[src/rtl/uart_serdes_pkg.sv]
`default_nettype none
// ============================================================================
//  Module   : uart_serdes_pkg
//  Purpose  : Shared state encodings and frame constants for the 8N1 UART.
//  Revision : 1.0  initial release
// ============================================================================
package uart_serdes_pkg;

    localparam int UART_DATA_BITS = 8;

    typedef enum logic [1:0] {
        TX_IDLE  = 2'd0,
        TX_START = 2'd1,
        TX_DATA  = 2'd2,
        TX_STOP  = 2'd3
    } tx_state_t;

    typedef enum logic [1:0] {
        RX_IDLE  = 2'd0,
        RX_START = 2'd1,
        RX_DATA  = 2'd2,
        RX_STOP  = 2'd3
    } rx_state_t;

endpackage
`default_nettype wire

[src/rtl/uart_tx_fifo.sv]
`default_nettype none
// ============================================================================
//  Module   : uart_tx_fifo
//  Purpose  : DEPTH-entry synchronous byte FIFO feeding the UART transmitter.
//  Revision : 1.0  initial release
// ============================================================================
module uart_tx_fifo
    import uart_serdes_pkg::*;
#(
    parameter int DEPTH = 32
) (
    input  logic                      clk,
    input  logic                      rst,
    input  logic                      push,
    input  logic [UART_DATA_BITS-1:0] push_data,
    input  logic                      pop,
    output logic [UART_DATA_BITS-1:0] pop_data,
    output logic                      full,
    output logic                      empty
);

    localparam int            c_aw    = $clog2(DEPTH);
    localparam logic [c_aw:0] c_depth = (c_aw+1)'(DEPTH);

    logic [UART_DATA_BITS-1:0] r_mem [DEPTH];
    logic [c_aw-1:0]           r_wr_ptr;
    logic [c_aw-1:0]           r_rd_ptr;
    logic [c_aw:0]             r_count;
    logic                      w_push_ok;
    logic                      w_pop_ok;

    // Writes while full are dropped; the pointers wrap at the power-of-two depth.
    assign w_push_ok = push && !full;
    assign w_pop_ok  = pop && !empty;
    assign full      = (r_count == c_depth);
    assign empty     = (r_count == '0);
    assign pop_data  = r_mem[r_rd_ptr];

    always_ff @(posedge clk) begin
        if (rst) begin
            r_wr_ptr <= '0;
            r_rd_ptr <= '0;
            r_count  <= '0;
        end else begin
            if (w_push_ok) r_wr_ptr <= r_wr_ptr + 1'b1;
            if (w_pop_ok)  r_rd_ptr <= r_rd_ptr + 1'b1;
            case ({w_push_ok, w_pop_ok})
                2'b10:   r_count <= r_count + 1'b1;
                2'b01:   r_count <= r_count - 1'b1;
                default: r_count <= r_count;
            endcase
        end
    end

    always_ff @(posedge clk) begin
        if (w_push_ok) r_mem[r_wr_ptr] <= push_data;
    end

endmodule
`default_nettype wire

[src/rtl/uart_serdes.sv]
`default_nettype none
// ============================================================================
//  Module   : uart_serdes
//  Purpose  : 8N1 UART with TX FIFO, RX holding register and status flags.
//  Revision : 1.0  initial release
// ============================================================================
module uart_serdes
    import uart_serdes_pkg::*;
#(
    parameter int DEPTH        = 32,
    parameter int CLKS_PER_BIT = 868
) (
    input  logic        clk,
    input  logic        rst,
    input  logic        uart_fifo_write_en,
    input  logic [7:0]  uart_fifo_data,
    input  logic        cpu_read,
    input  logic        rx_line,
    output logic        tx_line,
    output logic        tx_ready,
    output logic        rx_ready,
    output logic [31:0] rx_data_output,
    output logic        rx_overrun,
    output logic        rx_frame_err
);

    localparam int              c_bw        = $clog2(CLKS_PER_BIT);
    localparam logic [c_bw-1:0] c_bit_last  = c_bw'(CLKS_PER_BIT - 1);
    localparam logic [c_bw-1:0] c_half_last = c_bw'(CLKS_PER_BIT / 2 - 1);
    localparam int              c_iw        = $clog2(UART_DATA_BITS);
    localparam logic [c_iw-1:0] c_idx_last  = c_iw'(UART_DATA_BITS - 1);

    // ------------------------------------------------------------------ TX
    logic [UART_DATA_BITS-1:0] w_fifo_data;
    logic                      w_fifo_full;
    logic                      w_fifo_empty;
    logic                      w_tx_pop;

    tx_state_t                 r_tx_state;
    logic [c_bw-1:0]           r_tx_baud;
    logic [c_iw-1:0]           r_tx_bit;
    logic [UART_DATA_BITS-1:0] r_tx_shift;

    uart_tx_fifo #(
        .DEPTH     (DEPTH)
    ) u_tx_fifo (
        .clk       (clk),
        .rst       (rst),
        .push      (uart_fifo_write_en),
        .push_data (uart_fifo_data),
        .pop       (w_tx_pop),
        .pop_data  (w_fifo_data),
        .full      (w_fifo_full),
        .empty     (w_fifo_empty)
    );

    assign tx_ready = !w_fifo_full;

    // Pop either from idle or at the end of a stop bit so frames run back to back.
    assign w_tx_pop = !w_fifo_empty &&
                      ((r_tx_state == TX_IDLE) ||
                       ((r_tx_state == TX_STOP) && (r_tx_baud == c_bit_last)));

    always_ff @(posedge clk) begin
        if (rst) begin
            r_tx_state <= TX_IDLE;
            r_tx_baud  <= '0;
            r_tx_bit   <= '0;
            r_tx_shift <= '0;
            tx_line    <= 1'b1;
        end else begin
            case (r_tx_state)
                TX_IDLE: begin
                    if (w_tx_pop) begin
                        r_tx_shift <= w_fifo_data;
                        r_tx_baud  <= '0;
                        tx_line    <= 1'b0;
                        r_tx_state <= TX_START;
                    end
                end
                TX_START: begin
                    if (r_tx_baud == c_bit_last) begin
                        r_tx_baud  <= '0;
                        r_tx_bit   <= '0;
                        tx_line    <= r_tx_shift[0];
                        r_tx_state <= TX_DATA;
                    end else begin
                        r_tx_baud <= r_tx_baud + 1'b1;
                    end
                end
                TX_DATA: begin
                    if (r_tx_baud == c_bit_last) begin
                        r_tx_baud <= '0;
                        if (r_tx_bit == c_idx_last) begin
                            tx_line    <= 1'b1;
                            r_tx_state <= TX_STOP;
                        end else begin
                            r_tx_bit <= r_tx_bit + 1'b1;
                            tx_line  <= r_tx_shift[r_tx_bit + 1'b1];
                        end
                    end else begin
                        r_tx_baud <= r_tx_baud + 1'b1;
                    end
                end
                TX_STOP: begin
                    if (r_tx_baud == c_bit_last) begin
                        r_tx_baud <= '0;
                        if (w_tx_pop) begin
                            r_tx_shift <= w_fifo_data;
                            tx_line    <= 1'b0;
                            r_tx_state <= TX_START;
                        end else begin
                            r_tx_state <= TX_IDLE;
                        end
                    end else begin
                        r_tx_baud <= r_tx_baud + 1'b1;
                    end
                end
                default: r_tx_state <= TX_IDLE;
            endcase
        end
    end

    // ------------------------------------------------------------------ RX
    logic                      r_rx_meta;
    logic                      r_rx_s;
    rx_state_t                 r_rx_state;
    logic [c_bw-1:0]           r_rx_baud;
    logic [c_iw-1:0]           r_rx_bit;
    logic [UART_DATA_BITS-1:0] r_rx_shift;
    logic [UART_DATA_BITS-1:0] r_rx_hold;
    logic                      w_rx_stop_sample;
    logic                      w_rx_deliver;
    logic                      w_rx_bad_stop;

    always_ff @(posedge clk) begin
        if (rst) begin
            r_rx_meta <= 1'b1;
            r_rx_s    <= 1'b1;
        end else begin
            r_rx_meta <= rx_line;
            r_rx_s    <= r_rx_meta;
        end
    end

    assign w_rx_stop_sample = (r_rx_state == RX_STOP) && (r_rx_baud == c_bit_last);
    assign w_rx_deliver     = w_rx_stop_sample && r_rx_s;
    assign w_rx_bad_stop    = w_rx_stop_sample && !r_rx_s;

    // Counting from the start-bit edge puts every later sample mid-bit.
    always_ff @(posedge clk) begin
        if (rst) begin
            r_rx_state <= RX_IDLE;
            r_rx_baud  <= '0;
            r_rx_bit   <= '0;
            r_rx_shift <= '0;
        end else begin
            case (r_rx_state)
                RX_IDLE: begin
                    if (!r_rx_s) begin
                        r_rx_baud  <= '0;
                        r_rx_state <= RX_START;
                    end
                end
                RX_START: begin
                    if (r_rx_baud == c_half_last) begin
                        r_rx_baud  <= '0;
                        r_rx_bit   <= '0;
                        r_rx_state <= r_rx_s ? RX_IDLE : RX_DATA;
                    end else begin
                        r_rx_baud <= r_rx_baud + 1'b1;
                    end
                end
                RX_DATA: begin
                    if (r_rx_baud == c_bit_last) begin
                        r_rx_baud  <= '0;
                        r_rx_shift <= {r_rx_s, r_rx_shift[UART_DATA_BITS-1:1]};
                        r_rx_bit   <= r_rx_bit + 1'b1;
                        if (r_rx_bit == c_idx_last) r_rx_state <= RX_STOP;
                    end else begin
                        r_rx_baud <= r_rx_baud + 1'b1;
                    end
                end
                RX_STOP: begin
                    if (r_rx_baud == c_bit_last) begin
                        r_rx_baud  <= '0;
                        r_rx_state <= RX_IDLE;
                    end else begin
                        r_rx_baud <= r_rx_baud + 1'b1;
                    end
                end
                default: r_rx_state <= RX_IDLE;
            endcase
        end
    end

    // A read in the delivery cycle frees the slot, so the new byte is taken.
    always_ff @(posedge clk) begin
        if (rst) begin
            r_rx_hold    <= '0;
            rx_ready     <= 1'b0;
            rx_overrun   <= 1'b0;
            rx_frame_err <= 1'b0;
        end else begin
            rx_frame_err <= w_rx_bad_stop;
            if (w_rx_deliver) begin
                if (!rx_ready || cpu_read) begin
                    r_rx_hold <= r_rx_shift;
                    rx_ready  <= 1'b1;
                end else begin
                    rx_overrun <= 1'b1;
                end
            end else if (cpu_read) begin
                rx_ready <= 1'b0;
            end
        end
    end

    assign rx_data_output = {{(32 - UART_DATA_BITS){1'b0}}, r_rx_hold};

endmodule
`default_nettype wire

[config.mk]
export PLATFORM = sky130hd
export DESIGN_NAME = uart_serdes
export DESIGN_NICKNAME = d
export VERILOG_FILES = /design/src/rtl/uart_serdes_pkg.sv /design/src/rtl/uart_tx_fifo.sv /design/src/rtl/uart_serdes.sv
export SDC_FILE = /design/constraint.sdc
export NUM_CORES = 1
export LEC_CHECK = 0
export CAP_MARGIN = 40
export CORE_ASPECT_RATIO = 1.25
export CORE_MARGIN = 2
export CORE_UTILIZATION = 47
export CTS_BUF_LIST = sky130_fd_sc_hd__clkbuf_2 sky130_fd_sc_hd__clkbuf_4 sky130_fd_sc_hd__clkbuf_8
export CTS_CLUSTER_SIZE = 12
export DETAILED_ROUTE_END_ITERATION = 12
export SETUP_SLACK_MARGIN = 0.15
export SLEW_MARGIN = 20
export SYNTH_ARGS = -nofsm -noshare
export SYNTH_HDL_FRONTEND = slang
export SYNTH_SLANG_ARGS = --single-unit
[constraint.sdc]
create_clock -name clk -period 3.9 [get_ports clk]
set_input_delay 0.39 -clock clk [delete_from_list [all_inputs] [get_ports clk]]
set_output_delay 0.39 -clock clk [all_outputs]
set_load 0.02 [all_outputs]
==> metrics.log <==
[metrics] run status: finished, final reports clean
[metrics] # IOs: 50
[metrics] Synth Register Bits: 337
[metrics] critical path startpoint: r_tx_baud[0]$_SDFFE_PP0N_
[metrics] final WL: 30000 um
[metrics] max-slew violations: 0
[metrics] fin cells: 1446
[metrics] maxcap violations: 0
[metrics] most used flip-flop cell after synthesis: edfxtp_1
[metrics] Max FO, Critical Path: 9
[metrics] worst-case clock skew: 0.0142 ns
[metrics] Remaining DRCs: 0
[metrics] post-CTS setup buffer count: 0
[metrics] core area: 29300 um^2
[metrics] ratio of cells with drive above 1 in the final layout: 16.6%
[metrics] via count of the first global-routing pass: 8122
[metrics] clk sink count: 337
[metrics] wire length of the first global-routing pass: 46400 um
[metrics] antenna diode instance count: 0
[metrics] leading cell types by count after synthesis: edfxtp_1, nor2_1, mux2i_1, dfxtp_1, a21oi_1
[metrics] number of port buffers: 25
[metrics] warning count from the yosys run: 0
[metrics] count of different cell masters after synthesis: 72
[metrics] antenna violations before repair: 0
[metrics] critical path required time: 4.34 ns
[metrics] clock tree from TritonCTS: yes
[metrics] instance count after placement with tap cells included: 1350
[metrics] GR Overflow Total: 0
[metrics] maximum count of clock buffers along a single path: 3
[metrics] Routed wire per std cell: 20.8 um
[metrics] maximum number of pins on one net before global-route repair: 54
[metrics] Final Critical Period: 3.26 ns
[metrics] horizontal die dimension: 159 um
[metrics] DRT iter0 DRCs: 597
[metrics] critical path startpoint category: register
[metrics] clock slew at reported path FFs: 0.07 ns
[metrics] Data arrival, critical path: 3.70 ns
[metrics] Nets: 1045
[metrics] Final Hold Violating Endpoints: 0
[metrics] ratio of routed vias to standard cells: 5.63
[metrics] worst min path class: input pin to register
[metrics] sequential share of the synthesized area: 66.4%
[metrics] vias after detailed routing: 8144
[metrics] biggest area contributors in the synthesized netlist: edfxtp_1, dfxtp_1, mux2i_1
[metrics] total leakage power: 5.18 nW
[metrics] crit path capture type: register
[metrics] total standard cell area after synthesis: 14000 um^2
[metrics] cts bufs inserted: 53
[metrics] critical register-to-register path endpoint: u_tx_fifo.r_count[4]$_SDFFE_PP0P_
[metrics] synthesized area per cell: 14.6 um^2
[metrics] Starting Density: 47.8%
[metrics] global-route usage over all layers: 19.8%
[metrics] path type of the worst setup path: register to register
[metrics] power per cell area: 567 nW/um^2
[metrics] Post-Syn Instances: 961
[metrics] die height: 197 um
[metrics] fraction of the cycle the final worst path needs: 83.6%
[metrics] setup slack, reg-to-reg: 0.64 ns
[metrics] deepest level of the CTS H-tree: 2
[metrics] residual antenna-violating net count after detailed routing: 0
[metrics] count of flip-flops with a built-in enable after synthesis: 256
[metrics] Peak VDD IR: 277 uV
[metrics] Die Outline Area: 31300 um^2
[metrics] detailed-router iteration count before antenna repair: 5
[metrics] f_max: 307 MHz
[metrics] CTS root buffer: clkbuf_8
[metrics] async set-reset flop share out of synthesis: 0%
[metrics] source of the worst register-to-register timing path: r_tx_baud[0]$_SDFFE_PP0N_
[metrics] library cell with the largest summed area after synthesis: edfxtp_1
[metrics] final setup fails: 0
[metrics] number of gates resized after cts: 0
[metrics] most instantiated library cell after synthesis: edfxtp_1
[metrics] final estimated routing congestion in global placement: 0.763
[metrics] Setup crit end: u_tx_fifo.r_count[4]$_SDFFE_PP0P_
[metrics] area growth from synthesis to final layout: 11.7%
[metrics] number of cells on the worst reg-to-reg path: 12
[metrics] sum of negative setup slack: 0 ns
[metrics] number of placement rows: 70
[metrics] hold bufs inserted after CTS: 0
[metrics] Worst Max-Slew Pin Slew: 0.836 ns
[metrics] Worst-Skew Late Latency: 0.58 ns
[metrics] Max-slew headroom: 44.1%
[metrics] share of Yosys cell area claimed by the top area cell type: 54.8%
[metrics] post-detailed-placement half-perimeter wirelength: 18700 um
[metrics] RSZ-0062 raised after global routing: false
layout by cell type (no fill, tap or decap), types with 4 or more instances in the layout:
cell	instances
edfxtp_1	256
nor2_1	88
mux2i_1	84
dfxtp_1	80
clkbuf_8	61
a21oi_1	39
mux4_2	34
o21ai_0	29
nand2_1	28
conb_1	24
buf_4	23
a221oi_1	21
clkdlybuf4s50_1	21
inv_1	20
nor3_1	19
a221o_1	19
ha_1	19
nand3_1	13
clkbuf_4	12
nand3b_1	10
a31oi_1	9
a22oi_1	9
clkinv_2	9
xnor2_1	8
a211oi_1	7
clkinv_1	7
or3_1	6
nand2b_1	6
xor2_1	5
nand4_1	5
buf_2	5
or2_2	4
or3b_2	4
metrics by stage:
| stage | utilization [%] | worst slack, ns | cell area [um^2] | power (W) | hold slack [ns] |
|---|---|---|---|---|---|
| 2_1_floorplan | - | 0.798 | 14100 | 0.00555 | 0.389 |
| 3_5_place_dp | 49.7 | 0.566 | 14600 | 0.00606 | 0.409 |
| 6_report | 53.4 | 0.640 | 15700 | 0.00889 | 0.327 |
| 4_1_cts | 53.3 | 0.521 | 15600 | 0.00899 | 0.323 |
| 3_3_place_gp | 49.7 | 0.648 | 14600 | 0.00604 | 0.410 |
| 5_1_grt | 53.4 | 0.266 | 15700 | 0.00934 | 0.342 |
cells by family (layout without fill, tap and decap cells):
group	Yosys count	after routing	synth area share, %
flip-flops	337	337	66.4
AND/OR/NAND/NOR	215	215	7.87
AO/OA/AOI/OAI	160	160	8.06
multiplexers	120	120	11.6
buffers and inverters	96	162	3.57
adder cells (fa/ha/maj)	19	19	1.69
XOR/XNOR	13	13	0.812
other	1	24	0.0267
where the power goes:
group	internal (W)	switching (W)
sequential	0.00398	0.000140
combinational	0.000786	0.00106
clock	0.00160	0.00132
critical path: stages (launching register included):
cell	delay, ns
dfxtp_1	0.37
ha_1	0.25
nor4bb_1	0.40
a31oi_1	0.27
nor2_2	0.27
ha_1	0.39
xor2_1	0.11
ha_1	0.20
a21oi_1	0.25
o22ai_1	0.13
a222oi_1	0.25
or3_1	0.15
a21oi_1	0.06
per-layer routing:
layer,GRT usage (%),part of all wire [%],vias up,routed length [um]
li1,-,-,3794,-
met1,26.0,42,4050,12500
met2,34.0,51,259,15300
met3,3.49,5.7,41,1720
met4,5.37,1.7,0,511
met5,0,0,-,0
registers in the layout, indices dropped and copies added (netlist names), named ones only:
name and flops:
r_rx_baud 10, r_rx_bit 3, r_rx_hold 8, r_rx_meta 1
r_rx_s 1, r_rx_shift 8, r_rx_state 1, r_tx_baud 10
r_tx_bit 3, r_tx_shift 8, r_tx_state 2, rx_frame_err 1
rx_overrun 1, rx_ready 1, tx_line 1, u_tx_fifo.r_count 6
u_tx_fifo.r_mem 256, u_tx_fifo.r_rd_ptr 5, u_tx_fifo.r_wr_ptr 5
worst min path at each step:
stage | startpoint | to | slack, ns | depth (start not counted)
5_1_grt | rst | r_rx_hold[7]$_SDFFE_PP0P_ | 0.34 | 2
4_1_cts | rst | r_rx_hold[3]$_SDFFE_PP0P_ | 0.32 | 2
3_5_place_dp | r_rx_meta$_SDFF_PP1_ | r_rx_s$_SDFF_PP1_ | 0.41 | 1
3_3_place_gp | r_rx_meta$_SDFF_PP1_ | r_rx_s$_SDFF_PP1_ | 0.41 | 1
6_report | rst | r_rx_hold[3]$_SDFFE_PP0P_ | 0.33 | 2
2_1_floorplan | r_rx_meta$_SDFF_PP1_ | r_rx_s$_SDFF_PP1_ | 0.39 | 1
cell type report:
type	count	area, um^2
fill	2403	13700
sequential	337	9310
multi-input combinational	551	4320
clock buffer	73	930
tap	396	495
timing repair buffer	50	428
clock inverter	19	116
inverter	20	75.1
Power figures use the tool's default switching activity.
